`src/rtl/uart_core_param.sv`:
```
// Parametrised full-duplex UART core.
// TX: frame = start, DATA_BITS data (LSB first), optional parity, STOP_BITS stops.
// RX: 2-flop synchroniser, oversampled mid-bit sampling, false-start rejection,
//     separate parity and framing error flags delivered with a one-cycle strobe.
//
// Handshake: a TX word transfers on every clk edge where tx_valid && tx_ready.
// tx_ready is high only while the TX FSM is idle, and tx_data is only looked at
// in that accept cycle. RX has no backpressure: rx_valid pulses for one cycle
// and rx_data/rx_parity_err/rx_frame_err hold until the next pulse.
module uart_core_param #(
   parameter int CLK_FREQ   = 50000000,
   parameter int BAUD_RATE  = 115200,
   parameter int DATA_BITS  = 8,
   parameter int PARITY     = 0,
   parameter int STOP_BITS  = 1,
   parameter int OVERSAMPLE = 16
) (
   input  logic                 clk,
   input  logic                 rst,
   input  logic                 tx_valid,
   input  logic [DATA_BITS-1:0] tx_data,
   output logic                 tx_ready,
   output logic                 tx,
   input  logic                 rx,
   output logic                 rx_valid,
   output logic [DATA_BITS-1:0] rx_data,
   output logic                 rx_parity_err,
   output logic                 rx_frame_err,
   output logic                 rx_busy
);

   localparam int DIV_RAW    = CLK_FREQ / (BAUD_RATE * OVERSAMPLE);
   localparam int DIV        = (DIV_RAW < 1) ? 1 : DIV_RAW;
   localparam int BIT_CYCLES = DIV * OVERSAMPLE;
   localparam bit PAR_EN     = (PARITY != 0);
   localparam bit PAR_ODD    = (PARITY == 2);
   localparam int CW         = $clog2(BIT_CYCLES);
   localparam int DW         = (DIV > 1) ? $clog2(DIV) : 1;
   localparam int SW         = $clog2(OVERSAMPLE);
   localparam int BW         = 4;

   typedef enum logic [2:0] {
      S_IDLE,
      S_START,
      S_DATA,
      S_PARITY,
      S_STOP
   } state_t;

   // ---------------------------------------------------------------- TX
   state_t                 tx_state, tx_state_d;
   logic [CW-1:0]          tx_cyc, tx_cyc_d;
   logic [BW-1:0]          tx_bit, tx_bit_d;
   logic [DATA_BITS-1:0]   tx_shift, tx_shift_d;
   logic                   tx_par, tx_par_d;
   logic                   tx_d;
   logic                   tx_last;

   assign tx_ready = (tx_state == S_IDLE);
   assign tx_last  = (tx_cyc == CW'(BIT_CYCLES - 1));

   // TX state, bit timer and line register; reset forces the line high at once
   always_ff @(posedge clk or posedge rst) begin
      if (rst) begin
         tx_state <= S_IDLE;
         tx_cyc   <= '0;
         tx_bit   <= '0;
         tx_shift <= '0;
         tx_par   <= 1'b0;
         tx       <= 1'b1;
      end else begin
         tx_state <= tx_state_d;
         tx_cyc   <= tx_cyc_d;
         tx_bit   <= tx_bit_d;
         tx_shift <= tx_shift_d;
         tx_par   <= tx_par_d;
         tx       <= tx_d;
      end
   end

   // TX next state; the line value is decoded from the next state so tx is a flop
   always_comb begin
      tx_state_d = tx_state;
      tx_cyc_d   = tx_cyc + CW'(1);
      tx_bit_d   = tx_bit;
      tx_shift_d = tx_shift;
      tx_par_d   = tx_par;
      tx_d       = 1'b1;
      case (tx_state)
         S_IDLE: begin
            tx_cyc_d = '0;
            if (tx_valid) begin
               tx_state_d = S_START;
               tx_shift_d = tx_data;
               tx_par_d   = (^tx_data) ^ PAR_ODD;
               tx_bit_d   = '0;
            end
         end
         S_START: begin
            if (tx_last) begin
               tx_cyc_d   = '0;
               tx_state_d = S_DATA;
            end
         end
         S_DATA: begin
            if (tx_last) begin
               tx_cyc_d = '0;
               if (tx_bit == BW'(DATA_BITS - 1)) begin
                  tx_bit_d   = '0;
                  tx_state_d = PAR_EN ? S_PARITY : S_STOP;
               end else begin
                  tx_bit_d   = tx_bit + BW'(1);
                  tx_shift_d = tx_shift >> 1;
               end
            end
         end
         S_PARITY: begin
            if (tx_last) begin
               tx_cyc_d   = '0;
               tx_bit_d   = '0;
               tx_state_d = S_STOP;
            end
         end
         S_STOP: begin
            if (tx_last) begin
               tx_cyc_d = '0;
               if (tx_bit == BW'(STOP_BITS - 1)) begin
                  tx_bit_d   = '0;
                  tx_state_d = S_IDLE;
               end else begin
                  tx_bit_d = tx_bit + BW'(1);
               end
            end
         end
         default: tx_state_d = S_IDLE;
      endcase
      case (tx_state_d)
         S_START:  tx_d = 1'b0;
         S_DATA:   tx_d = tx_shift_d[0];
         S_PARITY: tx_d = tx_par_d;
         default:  tx_d = 1'b1;
      endcase
   end

   // ---------------------------------------------------------------- RX
   logic                   rx_meta, rx_sync, rx_prev;
   logic                   rx_fall, rx_tick, rx_hit;
   state_t                 rx_state, rx_state_d;
   logic [DW-1:0]          rx_div, rx_div_d;
   logic [SW-1:0]          rx_samp, rx_samp_d;
   logic [BW-1:0]          rx_bit, rx_bit_d;
   logic [DATA_BITS-1:0]   rx_shift, rx_shift_d;
   logic                   rx_perr, rx_perr_d;
   logic                   rx_ferr, rx_ferr_d;
   logic                   rx_done;

   // A falling edge needs a high-then-low history, so a line held low (break,
   // or low at reset release) cannot start a frame until it has gone high.
   assign rx_fall = rx_prev & ~rx_sync;
   assign rx_tick = (rx_div == DW'(DIV - 1));
   assign rx_hit  = rx_tick && (rx_samp == ((rx_state == S_START) ?
                                            SW'(OVERSAMPLE / 2 - 1) :
                                            SW'(OVERSAMPLE - 1)));
   assign rx_busy = (rx_state != S_IDLE);

   // Synchroniser plus one-cycle history for edge detection; cleared low on reset
   always_ff @(posedge clk or posedge rst) begin
      if (rst) begin
         rx_meta <= 1'b0;
         rx_sync <= 1'b0;
         rx_prev <= 1'b0;
      end else begin
         rx_meta <= rx;
         rx_sync <= rx_meta;
         rx_prev <= rx_sync;
      end
   end

   // RX state, oversample counters, assembly registers and delivered word
   always_ff @(posedge clk or posedge rst) begin
      if (rst) begin
         rx_state      <= S_IDLE;
         rx_div        <= '0;
         rx_samp       <= '0;
         rx_bit        <= '0;
         rx_shift      <= '0;
         rx_perr       <= 1'b0;
         rx_ferr       <= 1'b0;
         rx_valid      <= 1'b0;
         rx_data       <= '0;
         rx_parity_err <= 1'b0;
         rx_frame_err  <= 1'b0;
      end else begin
         rx_state <= rx_state_d;
         rx_div   <= rx_div_d;
         rx_samp  <= rx_samp_d;
         rx_bit   <= rx_bit_d;
         rx_shift <= rx_shift_d;
         rx_perr  <= rx_perr_d;
         rx_ferr  <= rx_ferr_d;
         rx_valid <= rx_done;
         if (rx_done) begin
            rx_data       <= rx_shift_d;
            rx_parity_err <= rx_perr_d;
            rx_frame_err  <= rx_ferr_d;
         end
      end
   end

   // RX next state: sample on rx_hit, the mid-bit tick of the current bit
   always_comb begin
      rx_state_d = rx_state;
      rx_div_d   = rx_tick ? '0 : rx_div + DW'(1);
      rx_samp_d  = rx_samp;
      rx_bit_d   = rx_bit;
      rx_shift_d = rx_shift;
      rx_perr_d  = rx_perr;
      rx_ferr_d  = rx_ferr;
      rx_done    = 1'b0;
      if (rx_tick) begin
         rx_samp_d = rx_hit ? '0 : rx_samp + SW'(1);
      end
      case (rx_state)
         S_IDLE: begin
            rx_div_d  = '0;
            rx_samp_d = '0;
            rx_bit_d  = '0;
            if (rx_fall) begin
               rx_state_d = S_START;
               rx_perr_d  = 1'b0;
               rx_ferr_d  = 1'b0;
            end
         end
         S_START: begin
            if (rx_hit) begin
               rx_state_d = rx_sync ? S_IDLE : S_DATA;
            end
         end
         S_DATA: begin
            if (rx_hit) begin
               rx_shift_d = {rx_sync, rx_shift[DATA_BITS-1:1]};
               if (rx_bit == BW'(DATA_BITS - 1)) begin
                  rx_bit_d   = '0;
                  rx_state_d = PAR_EN ? S_PARITY : S_STOP;
               end else begin
                  rx_bit_d = rx_bit + BW'(1);
               end
            end
         end
         S_PARITY: begin
            if (rx_hit) begin
               rx_perr_d  = rx_sync ^ (^rx_shift) ^ PAR_ODD;
               rx_bit_d   = '0;
               rx_state_d = S_STOP;
            end
         end
         S_STOP: begin
            if (rx_hit) begin
               if (!rx_sync) begin
                  rx_ferr_d = 1'b1;
               end
               if (rx_bit == BW'(STOP_BITS - 1)) begin
                  rx_bit_d   = '0;
                  rx_state_d = S_IDLE;
                  rx_done    = 1'b1;
               end else begin
                  rx_bit_d = rx_bit + BW'(1);
               end
            end
         end
         default: rx_state_d = S_IDLE;
      endcase
   end

endmodule

```
`config.mk`:
```
export PLATFORM = sky130hd
export DESIGN_NAME = uart_core_param
export DESIGN_NICKNAME = d
export VERILOG_FILES = /design/src/rtl/uart_core_param.sv
export SDC_FILE = /design/constraint.sdc
export NUM_CORES = 1
export LEC_CHECK = 0
export ABC_AREA = 1
export CAP_MARGIN = 15
export CORE_UTILIZATION = 35
export DETAILED_ROUTE_END_ITERATION = 16
export PLACE_DENSITY = 0.53
export SYNTH_ARGS = -nofsm -noshare
export SYNTH_HDL_FRONTEND = slang
export SYNTH_SLANG_ARGS = --single-unit
```
`constraint.sdc`:
```
create_clock -name clk -period 2.7 [get_ports clk]
set_input_delay 0.675 -clock clk [delete_from_list [all_inputs] [get_ports clk]]
set_output_delay 0.675 -clock clk [all_outputs]
set_load 0.02 [all_outputs]
```
==> flow_summary.toml, run 1 <==
[status]
outcome = "finished, final reports clean"

[global_route]
gr-total-overflow = 0
grt_max_degree = 67
grt_pass1_wl_microns = 10880
grt_antenna_before_repair = 0
grt_pass1_vias = 2504
grt.total_usage = 0.1342

[layout]
area_delta_synth_final_pct = 18.62
nets = 465
fillers = 934
n_antenna_cell = 0
stdcell_count = 579
layout-drive-gt1-share = 0.1000

[critical_path]
max_stage_delay_ns = 0.59
crit_type = "flop to output pin"
path_delay_family = "buffers and inverters"
worstPathRequired_ns = 2.03
critPathMaxFanout = 6
critPathBufInv = 2
end_kind = "output pin"
cpMaxStageDelayCell = "clkdlybuf4s50_1"
cp-start-kind = "flop"
cp_cell_sequence = "nor2_2 -> nand2_1 -> inv_1 -> clkdlybuf4s50_1"
arrival_ns = 1.76

[timing]
timing.fmax_ghz = 0.4108
slew_headroom = 0.6876
rsz0062_at_grt = "false"
finalMaxSlewViolations = 0
fin_setup_tns_ns = 0
finalCritPeriodShare = 0.9015
period_needed_ns = 2.434
hold_violations = 0
skew_ns = 0.01149
setup_violations = 0
worstMarginPinSlew_ns = 0.4668

[logic_synthesis]
synth_top_area_frac = 0.4765
synth_top_area_cell = "dfrtp_1"
avgSynthCellArea_sq_um = 8.325
async_reset_ff_frac = 1.000
ys_ff_latch = 66
synthCells = 410
synth.net_count = 430
yosys.cell_types.count = 46
synth-edff-count = 0
synth_area_sq_um = 3413
synth.area.top_cells = "dfrtp_1 (48%), nand2_1 (11%), inv_1 (7.6%)"
ys_seq_area_frac = 0.4842
ys_warn_count = 0
ys.flop_type = "dfrtp_1"

[clocking]
clk_latency_ns = 0.33
clkSinkCount = 66
clockBufferDepth = 2
post_cts_resized = 0
cts_root_buf = "clkbuf_8"
post_cts_buffers = 0
htree_levels = 3
cts_inserted_buffers = 9
hold_buffers = 0
clkTransAtPathRegs_ns = 0.08
cts_tree = "done"

[placement]
dpl.hpwl_microns = 4319
port_buffers = 25
dp.cells = 563
globalplace.congestion = 0.7746

[floorplanning]
core.rowCount = 35
coreArea_sq_um = 9328
die_area_sq_um = 10150
dieWidth_microns = 100.8
start_util = 0.3659
die_height_microns = 100.8
io_pins = 26

[min_path]
hp-class = "flop to flop"

[power]
p_leak_nw = 1.975
fin_total_pwr_mw = 2.859
irDropWorstVdd_uv = 307.8
powerDensity_nw_per_um2 = 706.0

[job]
max_cap_viol_count = 0

[routing]
drc = 0
vias_per_cell = 4.453
drt_first_iter_violations = 85
firstDrtPassIters = 4
totalWireLength_microns = 5982
vias = 2578
ant_nets = 0
wl_per_cell_microns = 10.33
[power by group]
group | internal, mW | switching (mW) | total (mW)
Sequential | 1.14 | 0.0905 | 1.23
Combinational | 0.269 | 0.455 | 0.724
Clock | 0.542 | 0.365 | 0.908
Total | 1.95 | 0.911 | 2.86
[worst paths after layout]
check,from,endpoint,slack [ns],depth (start not counted)
min in group asynchronous,rst,tx_par,0.70,3
max in group asynchronous,rst,rx_bit[2],1.67,3
worst min-delay path,rx_meta,rx_sync,0.35,0
worst max-delay path,tx_state[1],tx_ready,0.27,4
worst max register to register,tx_cyc[0],tx_bit[3],0.81,10
worst min register to register,rx_meta,rx_sync,0.35,0
[per-layer routing]
layer	global-route usage	wire length, microns	up-vias	part of all wire
met5	0	0	-	0
met4	0.04013	70	0	0.012
met3	0.03745	163	7	0.027
met2	0.2208	2777	29	0.46
met1	0.1719	2970	1171	0.50
li1	-	-	1371	-
[cells in the final DEF, fill, tap and decap left out, types with 2 or more instances in the layout]
cell,n
clkinv_2,3
o21ai_1,19
nor3_1,8
clkbuf_8,10
dfrtp_1,65
o31ai_1,3
o211ai_1,2
inv_2,5
nand2_1,97
nor2_2,4
o21a_1,3
xor2_1,6
o221ai_1,6
buf_4,2
a21oi_1,11
nor2_1,34
nand3_1,20
nand2_4,2
o21ai_0,10
ha_1,8
clkdlybuf4s50_1,25
nor2_4,2
nand4_1,3
bufinv_16,2
xnor2_1,7
inv_1,68
[cell families after synthesis]
kind of cell | after synthesis | synth area share
buffers and inverters | 79 | 0.09311
AO/OA/AOI/OAI | 63 | 0.1136
multiplexers | 1 | 0.003299
flip-flops | 66 | 0.4842
AND/OR/NAND/NOR | 179 | 0.2383
adder cells (fa/ha/maj) | 8 | 0.02933
XOR/XNOR | 14 | 0.03812
[Yosys cell counts (2+ instances only)]
library cell and n:
o21a_1 3, inv_1 69, nor2_1 35, o31ai_1 3, nor3_1 8, dfrtp_1 65
nand3_1 20, ha_1 8, nand2_4 2, xor2_1 6, xnor2_1 7, buf_2 2
buf_6 2, o221ai_1 6, nor2_4 2, nand2_1 97, o21ai_1 19, nor2_2 3
inv_2 4, nand4_1 3, o21ai_0 10, a21oi_1 11, o211ai_1 2
[state kept, by name (all words and copies together) (netlist names)]
register,flops
rx_frame_err,1
rx_samp,4
rx_meta,1
rx_perr,1
tx,1
tx_shift,8
tx_cyc,9
rx_prev,1
rx_parity_err,1
rx_div,5
rx_ferr,1
rx_valid,1
rx_state,3
rx_bit,4
tx_par,1
tx_bit,4
rx_shift,8
rx_sync,1
rx_data,8
tx_state,3
[area by class of cell]
type,instances,area [sq um],share of cell area
Tap cell,129,161.4,0.03986
Inverter,75,285.3,0.07046
Multi-Input combinational cell,265,1445,0.3569
Clock buffer,11,141.4,0.03492
Clock inverter,5,77.57,0.01916
Sequential cell,66,1653,0.4082
Timing Repair Buffer,28,285.3,0.07046
[through the flow]
stage                       util  area (sq um)  hold slack, ns  setup WS, ns
after global placement    0.4103          3827          0.3338        0.5720
after CTS                 0.4338          4046          0.3571        0.1516
after global routing      0.4341          4049          0.3685        0.1106
final                     0.4341          4049          0.3537        0.2660
after detailed placement  0.4103          3827          0.3412        0.5370
after floorplan                -          3413          0.3312        0.3718
Power figures use the tool's default switching activity.
==> run 2: changes to the inputs <==
--- a/config.mk
+++ b/config.mk
@@ -10,6 +10,7 @@
 export CORE_UTILIZATION = 35
 export DETAILED_ROUTE_END_ITERATION = 16
 export PLACE_DENSITY = 0.53
+export SETUP_SLACK_MARGIN = 0.3
 export SYNTH_ARGS = -nofsm -noshare
 export SYNTH_HDL_FRONTEND = slang
 export SYNTH_SLANG_ARGS = --single-unit
==> run 2 against run 1 <==
  * Largest power group unchanged
  * Sequential share of layout area about the same
  * Final area about the same
  * Final cell count unchanged
  * Largest cell class unchanged
  * Critical endpoint is now rx_busy
  * Via count decreased by 0.19%
  * Sequential power about the same
  * Clock power about the same
==> flow_summary.toml, run 2 (synthesis results as in run 1) <==
[layout]
regMostFlops = "tx_cyc"
fillers = 936
final_common_cell = "nand2_1"
n_antenna_cell = 0
nets = 465
mostFrequentLayoutCells = "nand2_1 (97), inv_1 (68), dfrtp_1 (65)"
largest_reg_flops = 9
area_delta_synth_final_pct = 18.66
layout-drive-gt1-share = 0.1022

[critical_path]
end_kind = "output pin"
crit_type = "flop to output pin"
reg2reg_depth = 10
cp-start-kind = "flop"
reg2reg_to = "tx_bit[3]"
arrival_ns = 1.63
critPathMaxFanout = 5
rrSetupSlack_ns = 0.82
worstPathRequired_ns = 2.03
r2r_start = "tx_cyc[0]"

[min_path]
hp-class = "flop to flop"
hold_path_startpoint = "rx_meta"
whs_path_depth = 0
min_to = "rx_sync"

[global_route]
grt_pass1_vias = 2502
grt_antenna_before_repair = 0
grt.total_usage = 0.1340
grt_pass1_wl_microns = 10870
gr-total-overflow = 0
grt_max_degree = 67

[routing]
drc = 0
firstDrtPassIters = 4
wl_per_cell_microns = 10.32
vias = 2573
totalWireLength_microns = 5976
drt_first_iter_violations = 91
ant_nets = 0
vias_per_cell = 4.444

[timing]
whs_ns = 0.3537
skew_ns = 0.01143
setup_violations = 0
slew_headroom = 0.6877
period_needed_ns = 2.305
rsz0062_at_grt = "false"
timing.fmax_ghz = 0.4338
finalCritPeriodShare = 0.8537
worstMarginPinSlew_ns = 0.4667
finalMaxSlewViolations = 0
hold_violations = 0
fin_setup_tns_ns = 0

[clocking]
clk_latency_ns = 0.33
clkTransAtPathRegs_ns = 0.07
hold_buffers = 0
clkSinkCount = 66
cts_inserted_buffers = 9
htree_levels = 3
cts_root_buf = "clkbuf_8"
clockBufferDepth = 2
cts_tree = "done"
post_cts_buffers = 0

[floorplanning]
coreArea_sq_um = 9328
die_area_sq_um = 10150
io_pins = 26
core.rowCount = 35
die_height_microns = 100.8
start_util = 0.3659
dieWidth_microns = 100.8

[job]
max_cap_viol_count = 0

[power]
p_leak_nw = 1.980
powerDensity_nw_per_um2 = 706.7
irDropWorstVdd_uv = 307.9

[status]
outcome = "finished, final reports clean"

[placement]
port_buffers = 25
globalplace.congestion = 0.7746
dpl.hpwl_microns = 4319
-- run 2: cell count changes in the layout (fill, tap and decap cells not counted) --
| cell | delta |
|---|---|
| clkdlybuf4s50_1 | -1 |
| nor2_1 | -1 |
| dlygate4sd2_1 | +1 |
| nor2_2 | +1 |
-- run 2: area by class of cell --
class / instances / area, sq um / share of cell area
Clock buffer: 11 / 141.4 / 0.03491
Clock inverter: 5 / 77.57 / 0.01915
Inverter: 75 / 285.3 / 0.07044
Multi-Input combinational cell: 265 / 1448 / 0.3574
Sequential cell: 66 / 1653 / 0.4081
Tap cell: 129 / 161.4 / 0.03985
Timing Repair Buffer: 28 / 284.0 / 0.07013
-- run 2: worst max path at each step --
stage           startpoint        end  slack, ns  cells past startpoint
3_5_place_dp   tx_state[1]   tx_ready       0.54                      4
2_1_floorplan          rst  rx_bit[0]       0.37                      1
3_3_place_gp   tx_state[1]   tx_ready       0.57                      4
6_report       rx_state[0]    rx_busy       0.39                      3
4_1_cts        rx_state[0]    rx_busy       0.31                      3
5_1_grt        rx_state[0]    rx_busy       0.32                      3
-- run 2: per-stage QoR --
step           power [mW]    util  area, sq um  instances  worst slack, ns
2_1_floorplan       1.785       -         3413        410           0.3718
3_3_place_gp        1.964  0.4103         3827        563           0.5720
3_5_place_dp        1.979  0.4103         3827        563           0.5370
4_1_cts             2.907  0.4339         4048        579           0.3089
5_1_grt             3.075  0.4342         4050        579           0.3190
6_report            2.862  0.4342         4050        579           0.3950
-- run 2: per-layer routing --
metal  vias to the layer above  GRT usage  part of all wire
li1                       1372          -                 -
met2                        29     0.2208              0.46
met3                         8    0.03745             0.028
met4                         0    0.04013             0.013
met5                         -          0                 0
met1                      1164     0.1714              0.50
-- run 2: worst max-delay path, cell delays in order (launching register included) --
cell,delay [ns]
dfrtp_1,0.44
nor2_2,0.20
nand2_1,0.11
clkdlybuf4s50_1,0.56
-- run 2: repair_timing --
action	in CTS	in global routing
endpoints found under the setup margin	1	1
gates resized for setup	2	1
pin swaps	0	0
-- run 2: power by group --
part	leakage, nW	internal (mW)	total (mW)	switching, mW
Combinational	0.998	0.270	0.726	0.456
Sequential	0.873	1.14	1.23	0.0930
Clock	0.109	0.542	0.907	0.365
Total	1.98	1.95	2.86	0.913
